--- config.mk ---
export PLATFORM = sky130hd
export DESIGN_NAME = instr_encoder
export DESIGN_NICKNAME = d
export VERILOG_FILES = /design/src/rtl/rv_pkg.sv /design/src/rtl/instr_encoder_imm_pack.sv /design/src/rtl/instr_encoder.sv
export SDC_FILE = /design/constraint.sdc
export NUM_CORES = 1
export LEC_CHECK = 0
export ABC_AREA = 0
export BUFFER_PORTS_ARGS = -buffer_cell sky130_fd_sc_hd__buf_2
export CAP_MARGIN = 15
export CORE_ASPECT_RATIO = 0.6
export CORE_MARGIN = 5
export CORE_UTILIZATION = 60
export CTS_BUF_LIST = sky130_fd_sc_hd__clkbuf_8
export CTS_CLUSTER_SIZE = 40
export DETAILED_ROUTE_END_ITERATION = 16
export HOLD_SLACK_MARGIN = 0.1
export PLACE_DENSITY_LB_ADDON = 0.12
export SLEW_MARGIN = 20
export SYNTH_ARGS = -nofsm -noshare
export SYNTH_HDL_FRONTEND = slang
export SYNTH_SLANG_ARGS = --single-unit
--- constraint.sdc ---
create_clock -name clk -period 9 [get_ports clk]
set_clock_uncertainty 0.2 [all_clocks]
set_input_delay 0.45 -clock clk [delete_from_list [all_inputs] [get_ports clk]]
set_output_delay 0.45 -clock clk [all_outputs]
set_load 0.05 [all_outputs]
--- src/rtl/rv_pkg.sv ---
// rtl/rv_pkg.sv - RV32I format codes, opcode constants and encoder entry type
// Shared with the decode side so both agree on the format and opcode encodings.
package rv_pkg;

  typedef enum logic [2:0] {
    FMT_R = 3'd0,
    FMT_I = 3'd1,
    FMT_S = 3'd2,
    FMT_B = 3'd3,
    FMT_U = 3'd4,
    FMT_J = 3'd5
  } fmt_e;

  localparam logic [6:0] OP_OP  = 7'h33;
  localparam logic [6:0] OP_IMM = 7'h13;
  localparam logic [6:0] LOAD   = 7'h03;
  localparam logic [6:0] STORE  = 7'h23;
  localparam logic [6:0] BRANCH = 7'h63;
  localparam logic [6:0] LUI    = 7'h37;
  localparam logic [6:0] AUIPC  = 7'h17;
  localparam logic [6:0] JAL    = 7'h6F;
  localparam logic [6:0] JALR   = 7'h67;

  localparam logic [31:0] NOP_WORD = 32'h0000_0013;

  typedef struct packed {
    logic [31:0] instr;
    logic [31:0] addr;
    logic        err;
  } enc_entry_t;

endpackage

--- src/rtl/instr_encoder_imm_pack.sv ---
// rtl/instr_encoder_imm_pack.sv - places immediate bits per format; range check under IMM_RANGE_CHECK_EN
// Combinational; bits_o holds only the immediate positions, all others zero.
module imm_pack
  import rv_pkg::*;
(
  input  logic [2:0]  fmt_i,
  input  logic [31:0] imm_i,
  output logic [31:0] bits_o,
  output logic        err_o
);

  always_comb begin
    bits_o = '0;
    case (fmt_i)
      FMT_I:   bits_o = {imm_i[11:0], 20'b0};
      FMT_S:   bits_o = {imm_i[11:5], 13'b0, imm_i[4:0], 7'b0};
      FMT_B:   bits_o = {imm_i[12], imm_i[10:5], 13'b0, imm_i[4:1], imm_i[11], 7'b0};
      FMT_U:   bits_o = {imm_i[31:12], 12'b0};
      FMT_J:   bits_o = {imm_i[20], imm_i[10:1], imm_i[11], imm_i[19:12], 12'b0};
      default: bits_o = '0;
    endcase
  end

`ifdef IMM_RANGE_CHECK_EN
  // A value fits in an N-bit signed field when everything above bit N-2 is pure sign.
  logic fits12, fits13, fits21;
  assign fits12 = (imm_i[31:11] == '0) || (imm_i[31:11] == '1);
  assign fits13 = (imm_i[31:12] == '0) || (imm_i[31:12] == '1);
  assign fits21 = (imm_i[31:20] == '0) || (imm_i[31:20] == '1);

  always_comb begin
    err_o = 1'b0;
    case (fmt_i)
      FMT_I, FMT_S: err_o = !fits12;
      FMT_B:        err_o = !fits13 || imm_i[0];
      FMT_J:        err_o = !fits21 || imm_i[0];
      FMT_U:        err_o = (imm_i[11:0] != '0);
      default:      err_o = 1'b0;
    endcase
  end
`else
  logic unused_imm;
  assign unused_imm = imm_i[0];
  assign err_o      = 1'b0;
`endif

endmodule

--- src/rtl/instr_encoder.sv ---
// rtl/instr_encoder.sv - RV32I field-bundle encoder with address tagging and 2-entry skid FIFO
// Optional immediate range checking is enabled by defining IMM_RANGE_CHECK_EN.
module instr_encoder
  import rv_pkg::*;
#(
  parameter logic [31:0] BASE_ADDR = 32'h0000_0000,
  parameter int          ADDR_STEP = 4
) (
  input  logic        clk,
  input  logic        rst,
  input  logic        in_valid,
  output logic        in_ready,
  input  logic [2:0]  in_fmt,
  input  logic [6:0]  in_opcode,
  input  logic [4:0]  in_rd,
  input  logic [4:0]  in_rs1,
  input  logic [4:0]  in_rs2,
  input  logic [2:0]  in_funct3,
  input  logic [6:0]  in_funct7,
  input  logic [31:0] in_imm,
  input  logic        addr_load,
  input  logic [31:0] addr_val,
  output logic        out_valid,
  input  logic        out_ready,
  output logic [31:0] out_instr,
  output logic [31:0] out_addr,
  output logic        out_err
);

  logic [31:0] imm_bits;
  logic        range_err;
  logic [31:0] word;
  logic        illegal;

  imm_pack u_imm_pack (
    .fmt_i  (in_fmt),
    .imm_i  (in_imm),
    .bits_o (imm_bits),
    .err_o  (range_err)
  );

  always_comb begin
    word    = '0;
    illegal = 1'b0;
    case (in_fmt)
      FMT_R:        word = {in_funct7, in_rs2, in_rs1, in_funct3, in_rd, in_opcode};
      FMT_I:        word = imm_bits | {12'b0, in_rs1, in_funct3, in_rd, in_opcode};
      FMT_S, FMT_B: word = imm_bits | {7'b0, in_rs2, in_rs1, in_funct3, 5'b0, in_opcode};
      FMT_U, FMT_J: word = imm_bits | {20'b0, in_rd, in_opcode};
      default: begin
        word    = NOP_WORD;
        illegal = 1'b1;
      end
    endcase
  end

  enc_entry_t  mem_q [2];
  logic        wr_ptr_q, rd_ptr_q;
  logic [1:0]  count_q, count_d;
  logic        in_ready_q;
  logic [31:0] addr_q, addr_d;
  logic        push, pop;
  enc_entry_t  new_entry;

  assign push      = in_valid && in_ready_q;
  assign pop       = out_valid && out_ready;
  assign new_entry = '{instr: word, addr: addr_q, err: illegal | range_err};

  always_comb begin
    count_d = count_q;
    if (push && !pop) count_d = count_q + 2'd1;
    else if (!push && pop) count_d = count_q - 2'd1;
  end

  // A load on the accept cycle overrides the increment; the bundle already took addr_q.
  always_comb begin
    addr_d = addr_q;
    if (addr_load) addr_d = addr_val;
    else if (push) addr_d = addr_q + 32'(ADDR_STEP);
  end

  always_ff @(posedge clk) begin
    if (rst) begin
      mem_q[0]   <= '0;
      mem_q[1]   <= '0;
      wr_ptr_q   <= 1'b0;
      rd_ptr_q   <= 1'b0;
      count_q    <= '0;
      in_ready_q <= 1'b0;
      addr_q     <= BASE_ADDR;
    end else begin
      if (push) mem_q[wr_ptr_q] <= new_entry;
      wr_ptr_q   <= wr_ptr_q ^ push;
      rd_ptr_q   <= rd_ptr_q ^ pop;
      count_q    <= count_d;
      // Registered from next occupancy so out_ready never reaches in_ready combinationally.
      in_ready_q <= (count_d != 2'd2);
      addr_q     <= addr_d;
    end
  end

  assign in_ready  = in_ready_q;
  assign out_valid = (count_q != 2'd0);
  assign out_instr = mem_q[rd_ptr_q].instr;
  assign out_addr  = mem_q[rd_ptr_q].addr;
  assign out_err   = mem_q[rd_ptr_q].err;

endmodule

==> results of run 1 <==
worst register-to-register path, stage by stage, from the launching register on:
cell	delay (ns)
dfxtp_1	0.42
nand2_1	0.59
o21bai_4	0.74
buf_4	0.64
flip-flops by register name, indices dropped and copies added, names as in the netlist:
register / count
wr_ptr_q: 1
addr_q: 32
in_ready: 1
rd_ptr_q: 1
count_q: 2
mem_q: 130
metal layers:
layer	up-vias	global-route usage, %
met3	45	6.418
met5	-	0
met2	268	37.15
met4	0	6.356
met1	2941	33.99
li1	2944	-
cell families (layout without fill, tap and decap cells):
family,after synthesis,in the layout
xor gates and xnor gates,13,13
buffers and inverters,68,252
AOI/OAI and AO/OA,101,101
and+or+nand+nor,270,270
DFF,167,167
adders and majority gates,2,2
muxes,79,79
power groups by stage:
stage | Combinational (W) | Clock [W] | Sequential [W]
2_1_floorplan | 0.000542 | 0 | 0.000953
3_3_place_gp | 0.000677 | 0 | 0.000967
3_5_place_dp | 0.000686 | 0 | 0.000973
4_1_cts | 0.000696 | 0.000518 | 0.000956
5_1_grt | 0.000731 | 0.000556 | 0.000965
6_report | 0.000693 | 0.000518 | 0.000956
what timing repair did:
item / 4_1_cts / 5_1_grt
buffers inserted: 0 / 0
hold endpoints to repair: 21 / 2
hold buffers: 21 / 2
synth_stat cells (all sizes together) (2+ instances only):
cell type	number	area share [%]
nand2	36	1.7
a311oi	9	0.98
nor2b	4	0.31
xor2	3	0.33
o21ai	15	0.93
clkbuf	37	1.7
a41o	2	0.25
o221ai	2	0.22
o31ai	2	0.19
xnor2	10	1.1
and4	8	0.87
dfxtp	37	9.2
o21bai	2	0.19
buf	12	0.82
nor3	11	0.68
nor4	8	0.62
a21oi	10	0.62
nand2b	2	0.16
nand4	8	0.70
nor2	105	4.9
a211oi	16	1.5
or4	3	0.28
ha	2	0.31
clkinv	2	0.093
inv	16	0.75
or3	9	0.73
mux2	67	9.4
nand3	9	0.78
a2111oi	8	0.87
a22oi	24	2.2
or2	2	0.16
and2	31	2.4
mux2i	12	1.5
a22o	4	0.44
edfxtp	130	48
and3	29	2.3
cell type report:
class                   count  area, sq um
multi-input cells         465         3156
repair buffers            202         1149
clock inverters            15        143.9
fillers                   900         3364
inverters                  18        67.56
flip-flops and latches    167         4646
clock buffers              17        234.0
well taps                 170        212.7
worst min path at each step:
stage / startpoint / to / cells past startpoint
floorplan: addr_q[0]$_SDFFE_PP0P_ / addr_q[0]$_SDFFE_PP0P_ / 2
global placement: addr_q[0]$_SDFFE_PP0P_ / addr_q[0]$_SDFFE_PP0P_ / 2
detailed placement: count_q[0]$_SDFF_PP0_ / in_ready$_SDFF_PP0_ / 1
CTS: addr_val[17] / addr_q[17]$_SDFFE_PP0N_ / 3
global route: in_opcode[1] / mem_q[1][34]$_SDFFCE_PN0P_ / 3
finish: in_opcode[1] / mem_q[1][34]$_SDFFCE_PN0P_ / 3
per-stage QoR:
| step | power (W) | util [%] |
|---|---|---|
| 2_1_floorplan | 0.001495 | - |
| 3_3_place_gp | 0.001644 | 69.38 |
| 3_5_place_dp | 0.001659 | 69.38 |
| 4_1_cts | 0.002170 | 73.91 |
| 5_1_grt | 0.002252 | 74.06 |
| 6_report | 0.002167 | 74.06 |
==> metrics.txt, run 1 <==
# TYPE chip_impl_metric gauge
chip_impl_info{name="crit_type",value="flop to primary output"} 1
chip_impl_metric{name="num_vias",unit=""} 6198
chip_impl_metric{name="worst_r2r_path_depth",unit=""} 3
chip_impl_metric{name="min_period",unit="ns"} 3.163
chip_impl_info{name="layout_commonest_cell",value="buf_2"} 1
chip_impl_info{name="cpMaxStageDelayCell",value="dfxtp_2"} 1
chip_impl_metric{name="synth.mux.area_fraction",unit="%"} 10.86
chip_impl_metric{name="number_of_input_and_output_port_buffers_inserted",unit=""} 170
chip_impl_metric{name="power.internal",unit="W"} 0.001339
chip_impl_metric{name="synth_simple_gate_area_share",unit="%"} 17.09
chip_impl_metric{name="average_cell_area_after_synthesis",unit="sq um"} 11.50
chip_impl_metric{name="fin_cells",unit=""} 1054
chip_impl_info{name="clock_tree_from_tritoncts",value="yes"} 1
chip_impl_metric{name="crit_buf_inv",unit=""} 2
chip_impl_metric{name="p_switching",unit="W"} 0.0008276
chip_impl_metric{name="grt_max_degree",unit=""} 66
chip_impl_metric{name="numPlacedInstances",unit=""} 999
chip_impl_metric{name="synth_seq_cells",unit=""} 167
chip_impl_info{name="synth_ff_type",value="edfxtp_1"} 1
chip_impl_metric{name="wire_per_inst",unit="um"} 18.22
chip_impl_metric{name="starting_density_of_the_core",unit="%"} 62.07
chip_impl_metric{name="antenna-diode-count",unit=""} 0
chip_impl_metric{name="tritoncts.num_buffers",unit=""} 17
chip_impl_metric{name="timing_max_transition_violations_final",unit=""} 0
chip_impl_metric{name="hpwlAfterDp",unit="mm"} 12.73
chip_impl_info{name="startpoint_type",value="flop"} 1
chip_impl_metric{name="crit_path_max_incr_delay",unit="ns"} 0.79
chip_impl_metric{name="clkLatencyLatePin",unit="ns"} 0.45
chip_impl_metric{name="row_count",unit=""} 32
chip_impl_metric{name="synth.yosys.seq_area_share",unit="%"} 57.68
chip_impl_metric{name="max_slew_margin",unit="%"} 35.85
chip_impl_metric{name="share_clk_of_total_power",unit="%"} 23.9
chip_impl_metric{name="grt_first_pass_wirelength",unit="mm"} 30.65
chip_impl_info{name="cts-root-buf",value="clkbuf_8"} 1
chip_impl_metric{name="part_of_the_power_in_combinational_logic",unit="%"} 32.0
chip_impl_metric{name="route.layer.met1.wl",unit="mm"} 8.439
chip_impl_metric{name="postSynth.asyncResetShare",unit="%"} 0
chip_impl_metric{name="globalplace.congestion",unit=""} 0.7966
chip_impl_metric{name="post_synth_fa_ha_maj_area_fraction",unit="%"} 0.3108
chip_impl_metric{name="drtPass1Iterations",unit=""} 5
chip_impl_metric{name="switching_share",unit="%"} 38.19
chip_impl_metric{name="cts_repair_resize_count",unit=""} 0
chip_impl_metric{name="floorplan.core_area",unit="sq um"} 12970
chip_impl_metric{name="fin_setup_tns",unit="ns"} 0
chip_impl_metric{name="vias_in_the_first_global_route",unit=""} 6047
chip_impl_metric{name="power.ir.vdd_worst",unit="mV"} 0.2279
chip_impl_metric{name="cp_data_required_time",unit="ns"} 8.35
chip_impl_metric{name="worst_slew_pin_slew",unit="ns"} 0.9599
chip_impl_metric{name="ant_nets",unit=""} 0
chip_impl_metric{name="seqPwrFrac",unit="%"} 44.1
chip_impl_metric{name="finalHoldViolCount",unit=""} 0
chip_impl_info{name="path_cells",value="buf_4, mux2_2, buf_2"} 1
chip_impl_metric{name="cts_sinks",unit=""} 167
chip_impl_info{name="crit_end",value="out_addr[2]"} 1
chip_impl_metric{name="detailed_route_iter0_violations",unit=""} 454
chip_impl_metric{name="die_width",unit="um"} 159.6
chip_impl_metric{name="arrival",unit="ns"} 2.51
chip_impl_metric{name="crit_path_max_fanout",unit=""} 42
chip_impl_metric{name="place_area",unit="sq um"} 9000
chip_impl_metric{name="power.density",unit="nW/um^2"} 225.5
chip_impl_metric{name="detail_route.drc_violations",unit=""} 0
chip_impl_metric{name="area_fraction_in_compound_gates_after_synthesis",unit="%"} 9.138
chip_impl_metric{name="ff2ff_setup_slack",unit="ns"} 6.01
chip_impl_metric{name="final.hold.worst_slack",unit="ns"} 0.1195
chip_impl_metric{name="cts-root-to-sink-buffers",unit=""} 2
chip_impl_metric{name="cellLeakagePower",unit="nW"} 3.891
chip_impl_info{name="grt_setup_unrepaired",value="no"} 1
chip_impl_metric{name="route.met3.wl",unit="mm"} 1.537
chip_impl_metric{name="area_delta_synth_final",unit="%"} 19.33
chip_impl_metric{name="syn-instance-count",unit=""} 700
chip_impl_info{name="worst_hold_path_type",value="input pin to flop"} 1
chip_impl_metric{name="vias_per_cell",unit=""} 5.880
chip_impl_metric{name="post-place-ws",unit="ns"} 5.876
chip_impl_metric{name="netlist_area",unit="sq um"} 8051
chip_impl_metric{name="global_route.usage.total",unit="%"} 24.00
chip_impl_metric{name="floorplan_die_area",unit="sq um"} 15910
chip_impl_metric{name="period_share",unit="%"} 35.15
chip_impl_info{name="critical_path.reg2reg.startpoint",value="in_ready$_SDFF_PP0_"} 1
chip_impl_metric{name="count_of_distinct_cell_types_in_the_synthesized_netlist",unit=""} 58
chip_impl_info{name="critPathLaunch",value="rd_ptr_q$_SDFF_PP0_"} 1
chip_impl_metric{name="final_cell_area",unit="sq um"} 9608
chip_impl_info{name="cp_top_family",value="buffers and inverters"} 1
chip_impl_metric{name="worst-path-stages",unit=""} 3
chip_impl_info{name="crit_path_end_kind",value="primary output"} 1
chip_impl_metric{name="finalNetCount",unit=""} 977
chip_impl_metric{name="synth-warning-count",unit=""} 0
chip_impl_info{name="worstReg2RegEnd",value="mem_q[0][15]$_SDFFCE_PN0P_"} 1
chip_impl_metric{name="synth_xor_area_share",unit="%"} 1.414
chip_impl_metric{name="die_y",unit="um"} 99.73
chip_impl_info{name="status",value="finished clean"} 1
chip_impl_metric{name="fin_ws",unit="ns"} 5.837
chip_impl_metric{name="wl_met2",unit="mm"} 8.844
chip_impl_metric{name="drt_wl_total",unit="mm"} 19.21
chip_impl_metric{name="worst_setup_hold_path_clk_slew",unit="ns"} 0.09
chip_impl_metric{name="timing.final.setup_violations",unit=""} 0
chip_impl_metric{name="layout-drive-gt1-share",unit="%"} 32.92
chip_impl_metric{name="design.portCount",unit=""} 171
chip_impl_metric{name="clock.fmax",unit="MHz"} 316.1
chip_impl_metric{name="htree_num_levels",unit=""} 4
chip_impl_metric{name="gr-total-overflow",unit=""} 0
chip_impl_metric{name="synthesis.nets",unit=""} 806
chip_impl_info{name="final_cell_mix",value="buf_2, edfxtp_1, nor2_1"} 1
chip_impl_info{name="routed.top_layer",value="met4"} 1
chip_impl_info{name="synth_top_family_by_area",value="simple AND/OR/NAND/NOR gates"} 1
chip_impl_metric{name="timing.max_cap.violations",unit=""} 0
chip_impl_metric{name="grt_antenna_before_repair",unit=""} 0
chip_impl_metric{name="number_of_enable_type_register_cells_in_the_synthesized_netlist",unit=""} 130
(Power assumes the default switching activity.)
==> run 2, diff against run 1 <==
- CORE_UTILIZATION: 60 -> 51
- clock period: 9 -> 2.79 ns (I/O delays scaled with it)
==> run 2 against run 1 <==
- clock-buffer cell count stayed put
- clock power increased to 3.2 times the previous value
- sequential share of layout area shrank 4.8 points
- combinational power grew to 3.5 times the previous value
- via count is 7.1% higher
- power rose to 3.3 times the previous value
- register-to-register slack got worse by 5.8 ns
- global-route usage decreased by 0.51 points
- hold slack improved by 0.075 ns
- critical path type is now flop to flop
- critical endpoint is now addr_q[26]$_SDFFE_PP0N_
- largest cell class unchanged
- die area increased by 16%
==> metrics.txt, run 2 (same netlist as run 1, synthesis figures left out) <==
# TYPE chip_impl_metric gauge
chip_impl_metric{name="largest_register_ff_count",unit=""} 130
chip_impl_metric{name="grt_max_degree",unit=""} 41
chip_impl_metric{name="wire_per_inst",unit="um"} 18.08
chip_impl_metric{name="global_route.usage.total",unit="%"} 23.49
chip_impl_info{name="status",value="finished clean"} 1
chip_impl_metric{name="clkLatencyLatePin",unit="ns"} 0.45
chip_impl_info{name="clock_tree_from_tritoncts",value="yes"} 1
chip_impl_info{name="crit_type",value="flop to flop"} 1
chip_impl_metric{name="timing_max_transition_violations_final",unit=""} 0
chip_impl_info{name="crit_path_end_kind",value="flop"} 1
chip_impl_metric{name="finalNetCount",unit=""} 1079
chip_impl_metric{name="arrival",unit="ns"} 2.81
chip_impl_metric{name="vias_per_cell",unit=""} 5.582
chip_impl_metric{name="timing.final.setup_violations",unit=""} 0
chip_impl_metric{name="cts_sinks",unit=""} 167
chip_impl_metric{name="tritoncts.num_buffers",unit=""} 17
chip_impl_info{name="path_cells",value="nand4_1, nor4_2, buf_6, nand2_1, a2111oi_0, dlygate4sd3_1"} 1
chip_impl_metric{name="floorplan.core_area",unit="sq um"} 15410
chip_impl_metric{name="post-cts-setup-buffers",unit=""} 0
chip_impl_metric{name="globalRouteMet1Util",unit="%"} 33.57
chip_impl_metric{name="groute.layer.met3.usage",unit="%"} 3.890
chip_impl_metric{name="gr-total-overflow",unit=""} 0
chip_impl_metric{name="number_of_input_and_output_port_buffers_inserted",unit=""} 170
chip_impl_info{name="worst_hold_path_type",value="input pin to flop"} 1
chip_impl_metric{name="grt_first_pass_wirelength",unit="mm"} 33.84
chip_impl_metric{name="cellLeakagePower",unit="nW"} 4.343
chip_impl_info{name="cp_top_family",value="buffers and inverters"} 1
chip_impl_info{name="regMostFlops",value="mem_q"} 1
chip_impl_metric{name="detailed_route_iter0_violations",unit=""} 558
chip_impl_metric{name="worst_setup_hold_path_clk_slew",unit="ns"} 0.10
chip_impl_metric{name="fillers",unit=""} 1139
chip_impl_info{name="startpoint_type",value="flop"} 1
chip_impl_metric{name="vias_in_the_first_global_route",unit=""} 6677
chip_impl_metric{name="utilization",unit="%"} 69.41
chip_impl_metric{name="post-place-ws",unit="ns"} 0.4592
chip_impl_info{name="grt_setup_unrepaired",value="yes"} 1
chip_impl_info{name="cpMaxStageDelayCell",value="dlygate4sd3_1"} 1
chip_impl_metric{name="antenna-diode-count",unit=""} 0
chip_impl_metric{name="hpwlAfterDp",unit="mm"} 14.07
chip_impl_metric{name="htree_num_levels",unit=""} 4
chip_impl_metric{name="clock.fmax",unit="MHz"} 381.3
chip_impl_metric{name="row_count",unit=""} 35
chip_impl_metric{name="die_y",unit="um"} 107.3
chip_impl_metric{name="ant_nets",unit=""} 0
chip_impl_metric{name="timing.max_cap.violations",unit=""} 0
chip_impl_metric{name="die_width",unit="um"} 172.2
chip_impl_metric{name="starting_density_of_the_core",unit="%"} 52.23
chip_impl_metric{name="drtPass1Iterations",unit=""} 5
chip_impl_info{name="layout_commonest_cell",value="buf_2"} 1
chip_impl_metric{name="grt_antenna_before_repair",unit=""} 0
chip_impl_metric{name="period_share",unit="%"} 93.99
chip_impl_info{name="grt_max_usage_layer",value="met2"} 1
chip_impl_metric{name="min_period",unit="ns"} 2.622
chip_impl_metric{name="drt_wl_total",unit="mm"} 21.50
chip_impl_metric{name="max_slew_margin",unit="%"} 45.65
chip_impl_metric{name="area_delta_synth_final",unit="%"} 32.88
chip_impl_metric{name="detail_route.drc_violations",unit=""} 0
chip_impl_info{name="reg.largest.list",value="mem_q x130, addr_q x32, count_q x2"} 1
chip_impl_info{name="final_cell_mix",value="buf_2, edfxtp_1, dlygate4sd3_1"} 1
chip_impl_metric{name="crit_buf_inv",unit=""} 2
chip_impl_metric{name="num_vias",unit=""} 6637
chip_impl_metric{name="final.hold.worst_slack",unit="ns"} 0.1943
chip_impl_metric{name="crit_path_max_incr_delay",unit="ns"} 0.62
chip_impl_metric{name="worst_slew_pin_slew",unit="ns"} 0.8144
chip_impl_metric{name="crit_path_max_fanout",unit=""} 21
chip_impl_metric{name="cp_data_required_time",unit="ns"} 2.98
chip_impl_metric{name="floorplan_die_area",unit="sq um"} 18480
chip_impl_metric{name="power.density",unit="nW/um^2"} 674.0
chip_impl_info{name="cts-root-buf",value="clkbuf_8"} 1
chip_impl_metric{name="globalplace.congestion",unit=""} 0.8581
chip_impl_metric{name="layout-drive-gt1-share",unit="%"} 31.54
chip_impl_metric{name="cts-root-to-sink-buffers",unit=""} 2
chip_impl_metric{name="grt.met2_usage",unit="%"} 36.88
chip_impl_metric{name="fin_ws",unit="ns"} 0.1677
chip_impl_metric{name="design.portCount",unit=""} 171
chip_impl_metric{name="power.ir.vdd_worst",unit="mV"} 0.6196
chip_impl_metric{name="finalHoldViolCount",unit=""} 0
==> run 2: worst register-to-register path, cell delays in order (launching register included) <==
cell	delay [ns]
dfxtp_1	0.46
nand4_1	0.25
nor4_2	0.36
buf_6	0.23
nand2_1	0.08
a2111oi_0	0.36
dlygate4sd3_1	0.62
==> run 2: where the power goes <==
part | switching [W] | total, W | internal [W]
Combinational | 0.00161 | 0.00242 | 0.000811
Clock | 0.00101 | 0.00168 | 0.000673
Sequential | 0.000191 | 0.00311 | 0.00292
Total | 0.00280 | 0.00721 | 0.00441
==> run 2: per-layer routing <==
metal	vias to the layer above	wire length [um]
met1	3228	9788
met4	0	338
met2	240	10030
met5	-	0
met3	30	1338
li1	3139	-
==> run 2: area by class of cell <==
cell class | count | area [sq um] | share of cell area, %
inverter | 18 | 67.56 | 0.6315
clock buffer | 17 | 234.0 | 2.187
clock inverter | 15 | 152.6 | 1.427
tap | 203 | 254.0 | 2.374
timing repair buffer | 304 | 2166 | 20.24
sequential | 167 | 4656 | 43.52
multi-input combinational | 465 | 3169 | 29.62
==> run 2: worst paths after layout <==
kind / from / end / slack, ns / cells after the start
worst max-delay path: addr_q[15]$_SDFFE_PP0N_ / addr_q[26]$_SDFFE_PP0N_ / 0.17 / 6
worst max register to register: addr_q[15]$_SDFFE_PP0N_ / addr_q[26]$_SDFFE_PP0N_ / 0.17 / 6
worst min register to register: count_q[0]$_SDFF_PP0_ / in_ready$_SDFF_PP0_ / 0.33 / 1
worst min-delay path: in_fmt[2] / mem_q[1][33]$_SDFFCE_PN0P_ / 0.19 / 3
==> run 2: stage by stage <==
step | instance area [sq um] | instances | setup TNS (ns) | total power, W
2_1_floorplan | 8069 | 700 | 0 | 0.004818
3_3_place_gp | 9170 | 1045 | 0 | 0.005389
3_5_place_dp | 9170 | 1045 | 0 | 0.005441
4_1_cts | 10680 | 1189 | 0 | 0.007240
5_1_grt | 10700 | 1189 | -0.02572 | 0.007505
6_report | 10700 | 1189 | 0 | 0.007211
==> run 2: repair_timing <==
item | 4_1_cts | 5_1_grt
endpoints found under the hold margin | 103 | 0
resized for setup | 0 | 6
hold buffers | 112 | 0
endpoints found under the setup margin | 0 | 6
